## src/rtl/alu_pkg.sv

```systemverilog
// Shared definitions for the multi-cycle ALU: operation encodings, flag bit
// positions and the control FSM state type.
package alu_pkg;

    localparam logic [2:0] OP_ADD = 3'b000;
    localparam logic [2:0] OP_SUB = 3'b001;
    localparam logic [2:0] OP_AND = 3'b010;
    localparam logic [2:0] OP_ORR = 3'b011;
    localparam logic [2:0] OP_EOR = 3'b100;
    localparam logic [2:0] OP_LSL = 3'b101;
    localparam logic [2:0] OP_MUL = 3'b110;
    localparam logic [2:0] OP_MOV = 3'b111;

    localparam int FLAG_N = 3;
    localparam int FLAG_Z = 2;
    localparam int FLAG_C = 1;
    localparam int FLAG_V = 0;

    typedef enum logic [1:0] {
        ST_IDLE = 2'd0,
        ST_MUL  = 2'd1,
        ST_DONE = 2'd2
    } state_t;

endpackage

```

## src/rtl/shift_add_mul.sv

```systemverilog
// Iterative shift-add multiplier producing the low WIDTH bits of A*B.
// One partial product is accumulated per enabled step; WIDTH steps per product.
module shift_add_mul #(
    parameter int WIDTH = 32
) (
    input  logic             clk,
    input  logic             reset,
    input  logic             load,
    input  logic             step_en,
    input  logic [WIDTH-1:0] mcand_in,
    input  logic [WIDTH-1:0] mplr_in,
    output logic [WIDTH-1:0] product,
    output logic             last_step
);

    localparam int CW = $clog2(WIDTH);

    logic [WIDTH-1:0] mcand_reg;
    logic [WIDTH-1:0] mplr_reg;
    logic [WIDTH-1:0] acc_reg;
    logic [CW-1:0]    cnt_reg;

    // Product reflects the accumulator after the step currently being taken,
    // so the caller can register it on the final step edge.
    assign product   = acc_reg + (mplr_reg[0] ? mcand_reg : '0);
    assign last_step = (cnt_reg == CW'(WIDTH - 1));

    always_ff @(posedge clk) begin
        if (reset) begin
            mcand_reg <= '0;
            mplr_reg  <= '0;
            acc_reg   <= '0;
            cnt_reg   <= '0;
        end else if (load) begin
            mcand_reg <= mcand_in;
            mplr_reg  <= mplr_in;
            acc_reg   <= '0;
            cnt_reg   <= '0;
        end else if (step_en) begin
            acc_reg   <= product;
            mcand_reg <= mcand_reg << 1;
            mplr_reg  <= mplr_reg >> 1;
            cnt_reg   <= last_step ? '0 : cnt_reg + CW'(1);
        end
    end

endmodule

```

## src/rtl/alu_mc.sv

```systemverilog
// Multi-cycle ALU: single-cycle ops complete on the accept edge, MUL runs
// through the shift-add multiplier. Result and NZCV flags are registered.
module alu_mc
    import alu_pkg::*;
#(
    parameter int WIDTH = 32
) (
    input  logic             clk,
    input  logic             reset,
    input  logic             start,
    input  logic [WIDTH-1:0] A,
    input  logic [WIDTH-1:0] B,
    input  logic [2:0]       ALUControl,
    output logic             ready,
    output logic             done,
    output logic [WIDTH-1:0] Result,
    output logic [3:0]       ALUFlags
);

    localparam int SW = $clog2(WIDTH);

    state_t           state_reg, state_next;
    logic [WIDTH-1:0] result_reg;
    logic [3:0]       flags_reg;

    logic             accept, is_mul, is_sub;
    logic             mul_load, mul_step, mul_last;
    logic [WIDTH-1:0] mul_product;
    logic [3:0]       mul_flags;

    logic [WIDTH-1:0] b_eff;
    logic [WIDTH:0]   sum;
    logic [WIDTH:0]   shift_stage [0:SW];
    logic [WIDTH-1:0] alu_result;
    logic             alu_c, alu_v;
    logic [3:0]       alu_flags;

    assign ready    = (state_reg != ST_MUL);
    assign done     = (state_reg == ST_DONE);
    assign Result   = result_reg;
    assign ALUFlags = flags_reg;

    assign accept = start && ready;
    assign is_mul = (ALUControl == OP_MUL);
    assign is_sub = (ALUControl == OP_SUB);

    // Barrel shifter one bit wider than the operand; the extra top bit ends
    // up holding the last bit shifted out, i.e. the LSL carry.
    assign shift_stage[0] = {1'b0, A};
    generate
        for (genvar gi = 0; gi < SW; gi++) begin : g_shift
            assign shift_stage[gi+1] = B[gi] ? (shift_stage[gi] << (2 ** gi))
                                             : shift_stage[gi];
        end
    endgenerate

    assign b_eff = is_sub ? ~B : B;
    assign sum   = {1'b0, A} + {1'b0, b_eff} + {{WIDTH{1'b0}}, is_sub};

    always_comb begin
        alu_result = '0;
        alu_c      = 1'b0;
        alu_v      = 1'b0;
        case (ALUControl)
            OP_ADD, OP_SUB: begin
                alu_result = sum[WIDTH-1:0];
                alu_c      = sum[WIDTH];
                alu_v      = (A[WIDTH-1] == b_eff[WIDTH-1]) && (sum[WIDTH-1] != A[WIDTH-1]);
            end
            OP_AND: alu_result = A & B;
            OP_ORR: alu_result = A | B;
            OP_EOR: alu_result = A ^ B;
            OP_LSL: begin
                alu_result = shift_stage[SW][WIDTH-1:0];
                alu_c      = shift_stage[SW][WIDTH];
            end
            OP_MOV: alu_result = B;
            default: alu_result = '0;
        endcase
        alu_flags         = '0;
        alu_flags[FLAG_N] = alu_result[WIDTH-1];
        alu_flags[FLAG_Z] = (alu_result == '0);
        alu_flags[FLAG_C] = alu_c;
        alu_flags[FLAG_V] = alu_v;
    end

    always_comb begin
        mul_flags         = '0;
        mul_flags[FLAG_N] = mul_product[WIDTH-1];
        mul_flags[FLAG_Z] = (mul_product == '0);
    end

    always_comb begin
        state_next = state_reg;
        mul_load   = 1'b0;
        mul_step   = 1'b0;
        case (state_reg)
            ST_MUL: begin
                mul_step = 1'b1;
                if (mul_last) state_next = ST_DONE;
            end
            default: begin
                if (accept) begin
                    mul_load   = is_mul;
                    state_next = is_mul ? ST_MUL : ST_DONE;
                end else begin
                    state_next = ST_IDLE;
                end
            end
        endcase
    end

    always_ff @(posedge clk) begin
        if (reset) begin
            state_reg <= ST_IDLE;
        end else begin
            state_reg <= state_next;
        end
    end

    always_ff @(posedge clk) begin
        if (reset) begin
            result_reg <= '0;
            flags_reg  <= '0;
        end else if (accept && !is_mul) begin
            result_reg <= alu_result;
            flags_reg  <= alu_flags;
        end else if (mul_step && mul_last) begin
            result_reg <= mul_product;
            flags_reg  <= mul_flags;
        end
    end

    shift_add_mul #(
        .WIDTH(WIDTH)
    ) u_mul (
        .clk      (clk),
        .reset    (reset),
        .load     (mul_load),
        .step_en  (mul_step),
        .mcand_in (A),
        .mplr_in  (B),
        .product  (mul_product),
        .last_step(mul_last)
    );

endmodule

```

## config.mk

```make
export PLATFORM = sky130hd
export DESIGN_NAME = alu_mc
export DESIGN_NICKNAME = d
export VERILOG_FILES = /design/src/rtl/alu_pkg.sv /design/src/rtl/shift_add_mul.sv /design/src/rtl/alu_mc.sv
export SDC_FILE = /design/constraint.sdc
export NUM_CORES = 1
export LEC_CHECK = 0
export ABC_AREA = 1
export CAP_MARGIN = 20
export CORE_UTILIZATION = 60
export CTS_CLUSTER_SIZE = 25
export DETAILED_ROUTE_END_ITERATION = 12
export PLACE_DENSITY = 0.79
export SYNTH_ARGS = -nofsm -noshare
export SYNTH_HDL_FRONTEND = slang
export SYNTH_SLANG_ARGS = --single-unit
```

## constraint.sdc

```tcl
create_clock -name clk -period 6.55 [get_ports clk]
set_clock_uncertainty 0.1 [all_clocks]
set_input_delay 0.655 -clock clk [delete_from_list [all_inputs] [get_ports clk]]
set_output_delay 0.655 -clock clk [all_outputs]
set_load 0.005 [all_outputs]
```

### Yosys cells after proc, flatten, opt, wreduce, memory -nomap -nowiden

Index checks and enable logic that the tools add are counted.

* output and inout bits: 38
* register bits: 139
* logic and storage cells: 67
* input port bits: 70

* add/sub/neg operators: 4
* reduce and logical (&&, ||, !) cells: 12
* equality and inequality tests: 14
* mux-type cells: 26
* bitwise logic cells: 4

Operators with widths (count)
* $mux 32: 8
* $pmux 32 s6: 1
* $mux 33: 5
* $logic_not 32->1: 2
* $add 32x32->33: 1
* $add 33x1->33: 1
* $add 32x32->32: 1
* $and 32x32->32: 1
* $not 32->32: 1
* $or 32x32->32: 1
* $xor 32x32->32: 1
* $eq 3x3->1 const B: 4
* $mux 2: 4
* $mux 4: 2
* $eq 3x2->1 const B: 2
* $add 5x1->5 const B: 1
* $eq 5x5->1 const B: 1
* $mux 5: 1
* $logic_and 1x1->1: 4
* $mux 1: 4
* $reduce_bool 2->1: 2
* $reduce_or 2->1: 2
* $eq 3x1->1 const B: 1
* $logic_not 3->1: 1
* other kinds (8): 8

### Longest topological paths before layout

* word-level depth: 8
* gate-level depth with buffers: 28
* gate-level depth less buffers: 24

### Hierarchy

A second synthesis with hierarchy kept.

* cells, all modules: 2610
* area total of the unflattened synthesis: 15046.9 µm²

By module, submodules not included
* alu_mc: instances 1, seq. area each 740.7 µm², area each 8121.5 µm², cells an instance 1433
* shift_add_mul: instances 1, seq. area each 2021.9 µm², area each 6925.4 µm², cells an instance 1177

### Worst setup path before layout

No wires, ideal clock.

* kind: input -> register
* start: input ALUControl[1]
* end: register flags_reg[2] (netlist: ALUFlags[2])
* path slack: 2791 ps
* setup time: 56 ps
* stages on the path: 24
* buffers on the path: 4
* data arrival time: 3603 ps
* required time: 6394 ps
* cells stage by stage: buf_4 > nor2_4 > clkbuf_1 > buf_2 > nand2_1 > buf_2 > xor2_1 > ha_1 > nand2_1 > inv_1 > a21oi_1 > nor2_1 > nor2_1 > nand2_1 > or2_1 > nand3_1 > nand3_1 > nor2_1 > nand2_1 > nor2_1 > nand4_1 > nand3_1 > nand2_1 > inv_1

* longest elaborated chain between the ends: 7
* elaborated cells on any way between the ends: 18
* classes of those cells: add/sub (2); eq/ne (7); mux (3); reduce/logical (6)

Ends and longest elaborated chain
* start: declaration: RTL line alu_mc.sv:13 `input logic [2:0] ALUControl,`
* $eq 3x1->1: RTL line alu_mc.sv:45, alu_mc.sv:64
* $mux 32: RTL line alu_mc.sv:57 `assign b_eff = is_sub ? ~B : B;`
* $add 32x32->33: RTL line alu_mc.sv:58 `assign sum = {1'b0, A} + {1'b0, b_eff} + {{WIDTH{1'b0}}, is_sub};`
* $add 33x1->33: RTL line alu_mc.sv:58
* $pmux 32 s6: RTL line alu_mc.sv:64 `case (ALUControl)`
* $logic_not 32->1: RTL line alu_mc.sv:82 `alu_flags[FLAG_Z] = (alu_result == '0);`
* $mux 4: RTL line alu_mc.sv:125 `end else if (accept && !is_mul) begin`
* end signal: assignment: RTL line alu_mc.sv:127 `flags_reg <= alu_flags;`
* end signal: assignment: RTL line alu_mc.sv:130 `flags_reg <= mul_flags;`
* end: declaration: RTL line alu_mc.sv:24 `logic [3:0] flags_reg;`

Parallel ways exist; a longest one is shown, timed or not.
A chain may end at the register's enable or synchronous reset.

### Worst setup path in the final report

Same ends and word-level chain as after synthesis.

==> flow_summary.ini <==
[run_status]
outcome = completed

[worst_setup_path]
critical_path_required_ns = 6.84
worstSetupStartpointType = input pin
cp-end-kind = flip-flop
worstSetupPathType = in -> reg
critPathMaxFanout = 33
crit_arrival_ns = 4.87

[finish]
postLayoutCellArea_um2 = 16240
layout.nets = 2730
finalNonFillerCells = 2853
drive_above_1_share_pct = 2.999
num_antenna_cells = 0
nFillCells = 2206
syn_to_final_growth_pct = 11.80
multi_input_area_um2 = 9963
regArea_um2 = 2763

[clock_tree]
post_cts_resized = 0
htreeDepth = 4
clk_path_buf_depth = 2
path_clk_slew_ns = 0.07
hold_buffers = 0
clock_sinks = 138
clock_latency_ns = 0.45
cts_tree = done
cts_root_buf = clkbuf_16
postCtsSetupBuffers = 0
cts_buffers = 17

[placement]
port_buffers = 107
dpl_cell_area_um2 = 15640
placedCellCount = 2821
hpwl_um = 39840
finalWeightedCongestion = 1.018
dp_slack_ns = 1.648

[job]
maxCapViolations = 0

[yosys]
syn_avg_cell_area_um2 = 5.853
synth_xor_area_share_pct = 2.593
synth_nets = 2690
synth-edff-count = 0
synth-simple-area-share_pct = 38.54
async_flop_share_pct = 0
synthMuxAreaShare_pct = 0.06893
syn_area_um2 = 14520
ys_warn_count = 0
synth_cell_type_count = 51
synth-compound-area-share_pct = 15.22
synth_top_family_by_area = simple AND/OR/NAND/NOR gates
synth_ff_type = dfxtp_1
synth_cells = 2481
synth-adder-area-share_pct = 12.08
synth-seq-area-share_pct = 19.02
ys_ff_latch = 138

[drt]
post-route-drc-count = 0
drtIter0Drc = 1965
dr.pass1.iters = 7
via_per_inst = 6.021
num_vias = 17180
wl_um = 52730
ant_nets = 0
wl_per_cell_um = 18.48

[global_route]
antenna_found_initial = 0
track_usage_pct = 42.59
grt_pass1_vias = 15800
grt_max_degree = 90
grt_pass1_wl_um = 81580
grt-ovfl-total = 0

[worst_hold_path]
min_path_type = reg -> reg

[sta]
finalSetupViolCount = 0
fmax_mhz = 218.1
holdWs_ns = 0.3685
rsz0062_at_grt = no
tns_ns = 0
tightest_slew_ns = 1.167
fin_crit_sh_pct = 69.99
final_max_slew_viol_count = 0
post-route-worst-setup-slack_ns = 1.966
relSlewSlack_pct = 22.06
final-hold-violation-count = 0
fin_crit_ns = 4.584

[floorplanning]
dieArea_um2 = 24830
dieHeight_um = 157.6
num_rows = 56
die_x_um = 157.6
fp.coreArea_um2 = 23610
start_util_pct = 61.50
ios = 108

[power_and_ir_drop]
vdd_drop_max_mv = 0.1336
p_leak_nw = 8.248
power_density_nw_per_um2 = 172.1
synthesized netlist by cell type, types with 10 or more instances:
cell	count	area, µm²
buf_1	11	41.29
ha_1	137	1714
o21ai_0	79	395.4
o211ai_1	26	195.2
dfxtp_1	138	2763
a21oi_1	89	445.4
o22ai_1	11	68.82
a221oi_1	43	376.6
nor2_1	268	1006
xor2_1	41	359.1
nand4_1	35	219.0
buf_2	22	110.1
inv_1	344	1291
nor3_1	10	50.05
a31oi_1	54	337.8
nand3b_1	14	105.1
nand3_1	224	1121
nand2_1	791	2969
clkbuf_1	57	214.0
worst max-delay path, stage by stage:
cell	delay (ns)
clkdlybuf4s50_1	0.76
nor2_4	0.07
buf_4	0.27
nand2_1	0.10
buf_4	0.44
xor2_1	0.22
ha_1	0.39
nand2_1	0.17
nor2_1	0.16
inv_1	0.12
nor2_1	0.18
o21ai_0	0.22
nand3_1	0.12
nand2_1	0.05
nand3_1	0.13
nand2_1	0.16
nor2_1	0.14
nand2_1	0.06
nor2_1	0.11
nand4_1	0.11
nand3_1	0.09
nand2_1	0.06
inv_1	0.05
cells by family after synthesis:
logic type	after synthesis
simple gates	1358
buf+inv	454
compound gates	348
fa+ha+maj	139
flops	138
xor+xnor	43
mux	1
metrics by stage:
stage	total power, mW	utilization (%)
after CTS	2.753	68.76
after global routing	2.899	68.76
after global placement	1.713	66.23
final	2.794	68.76
after floorplan	1.444	-
after detailed placement	1.727	66.23
area by class of cell:
type	instances	share of cell area, %
clock buffer	17	2.620
clock inverter	15	1.056
inverter	350	8.100
multi-input combinational	1889	61.37
sequential	138	17.02
tap	319	2.458
timing repair buffer	125	7.383
cells in the final DEF (no fill, tap or decap), types with 3 or more instances in the layout:
cell | netlist | routed
nand3_2 | 3 | 3
o211ai_1 | 26 | 26
clkdlybuf4s50_1 | 0 | 105
a221oi_2 | 6 | 6
nand3_1 | 224 | 224
buf_4 | 8 | 19
a21oi_1 | 89 | 89
xor2_1 | 41 | 41
nor3_1 | 10 | 10
inv_2 | 4 | 4
a31oi_1 | 54 | 54
a211oi_1 | 3 | 3
inv_6 | 0 | 5
nor2_1 | 268 | 266
o22ai_1 | 11 | 11
o21ai_0 | 79 | 79
dfxtp_1 | 138 | 138
a21o_1 | 3 | 3
nor2_4 | 1 | 3
and2_1 | 4 | 4
o21a_1 | 4 | 4
a221oi_1 | 43 | 43
nand3b_1 | 14 | 14
ha_1 | 137 | 137
inv_1 | 344 | 344
nand2_1 | 791 | 791
clkbuf_16 | 0 | 17
o21ai_1 | 8 | 8
inv_8 | 0 | 6
a22oi_1 | 4 | 4
o21bai_1 | 8 | 8
nand4_1 | 35 | 35
metal layers:
metal	global-route usage (%)	up-vias	routed length (µm)	part of all wire, %
met5	0	-	0	0
met4	22.84	0	2769	5.3
met3	8.158	215	5698	11
met2	67.38	1065	22980	44
met1	54.63	7752	21280	40
li1	-	8145	-	-
power breakdown:
group	total (mW)	internal, mW	switching (mW)	leakage [nW]
sequential	0.894	0.870	0.0238	1.12
combinational	0.851	0.292	0.559	6.83
clock	1.05	0.549	0.501	0.298
final timing paths:
path	to	cells past startpoint	slack [ns]	start
worst min register to register	ALUFlags[1]	2	0.37	ALUFlags[1]
worst max register to register	ALUFlags[2]	20	2.29	u_mul.mplr_reg[0]
worst max-delay path	ALUFlags[2]	23	1.97	ALUControl[1]
worst min-delay path	ALUFlags[1]	2	0.37	ALUFlags[1]
Power figures use the tool's default switching activity.
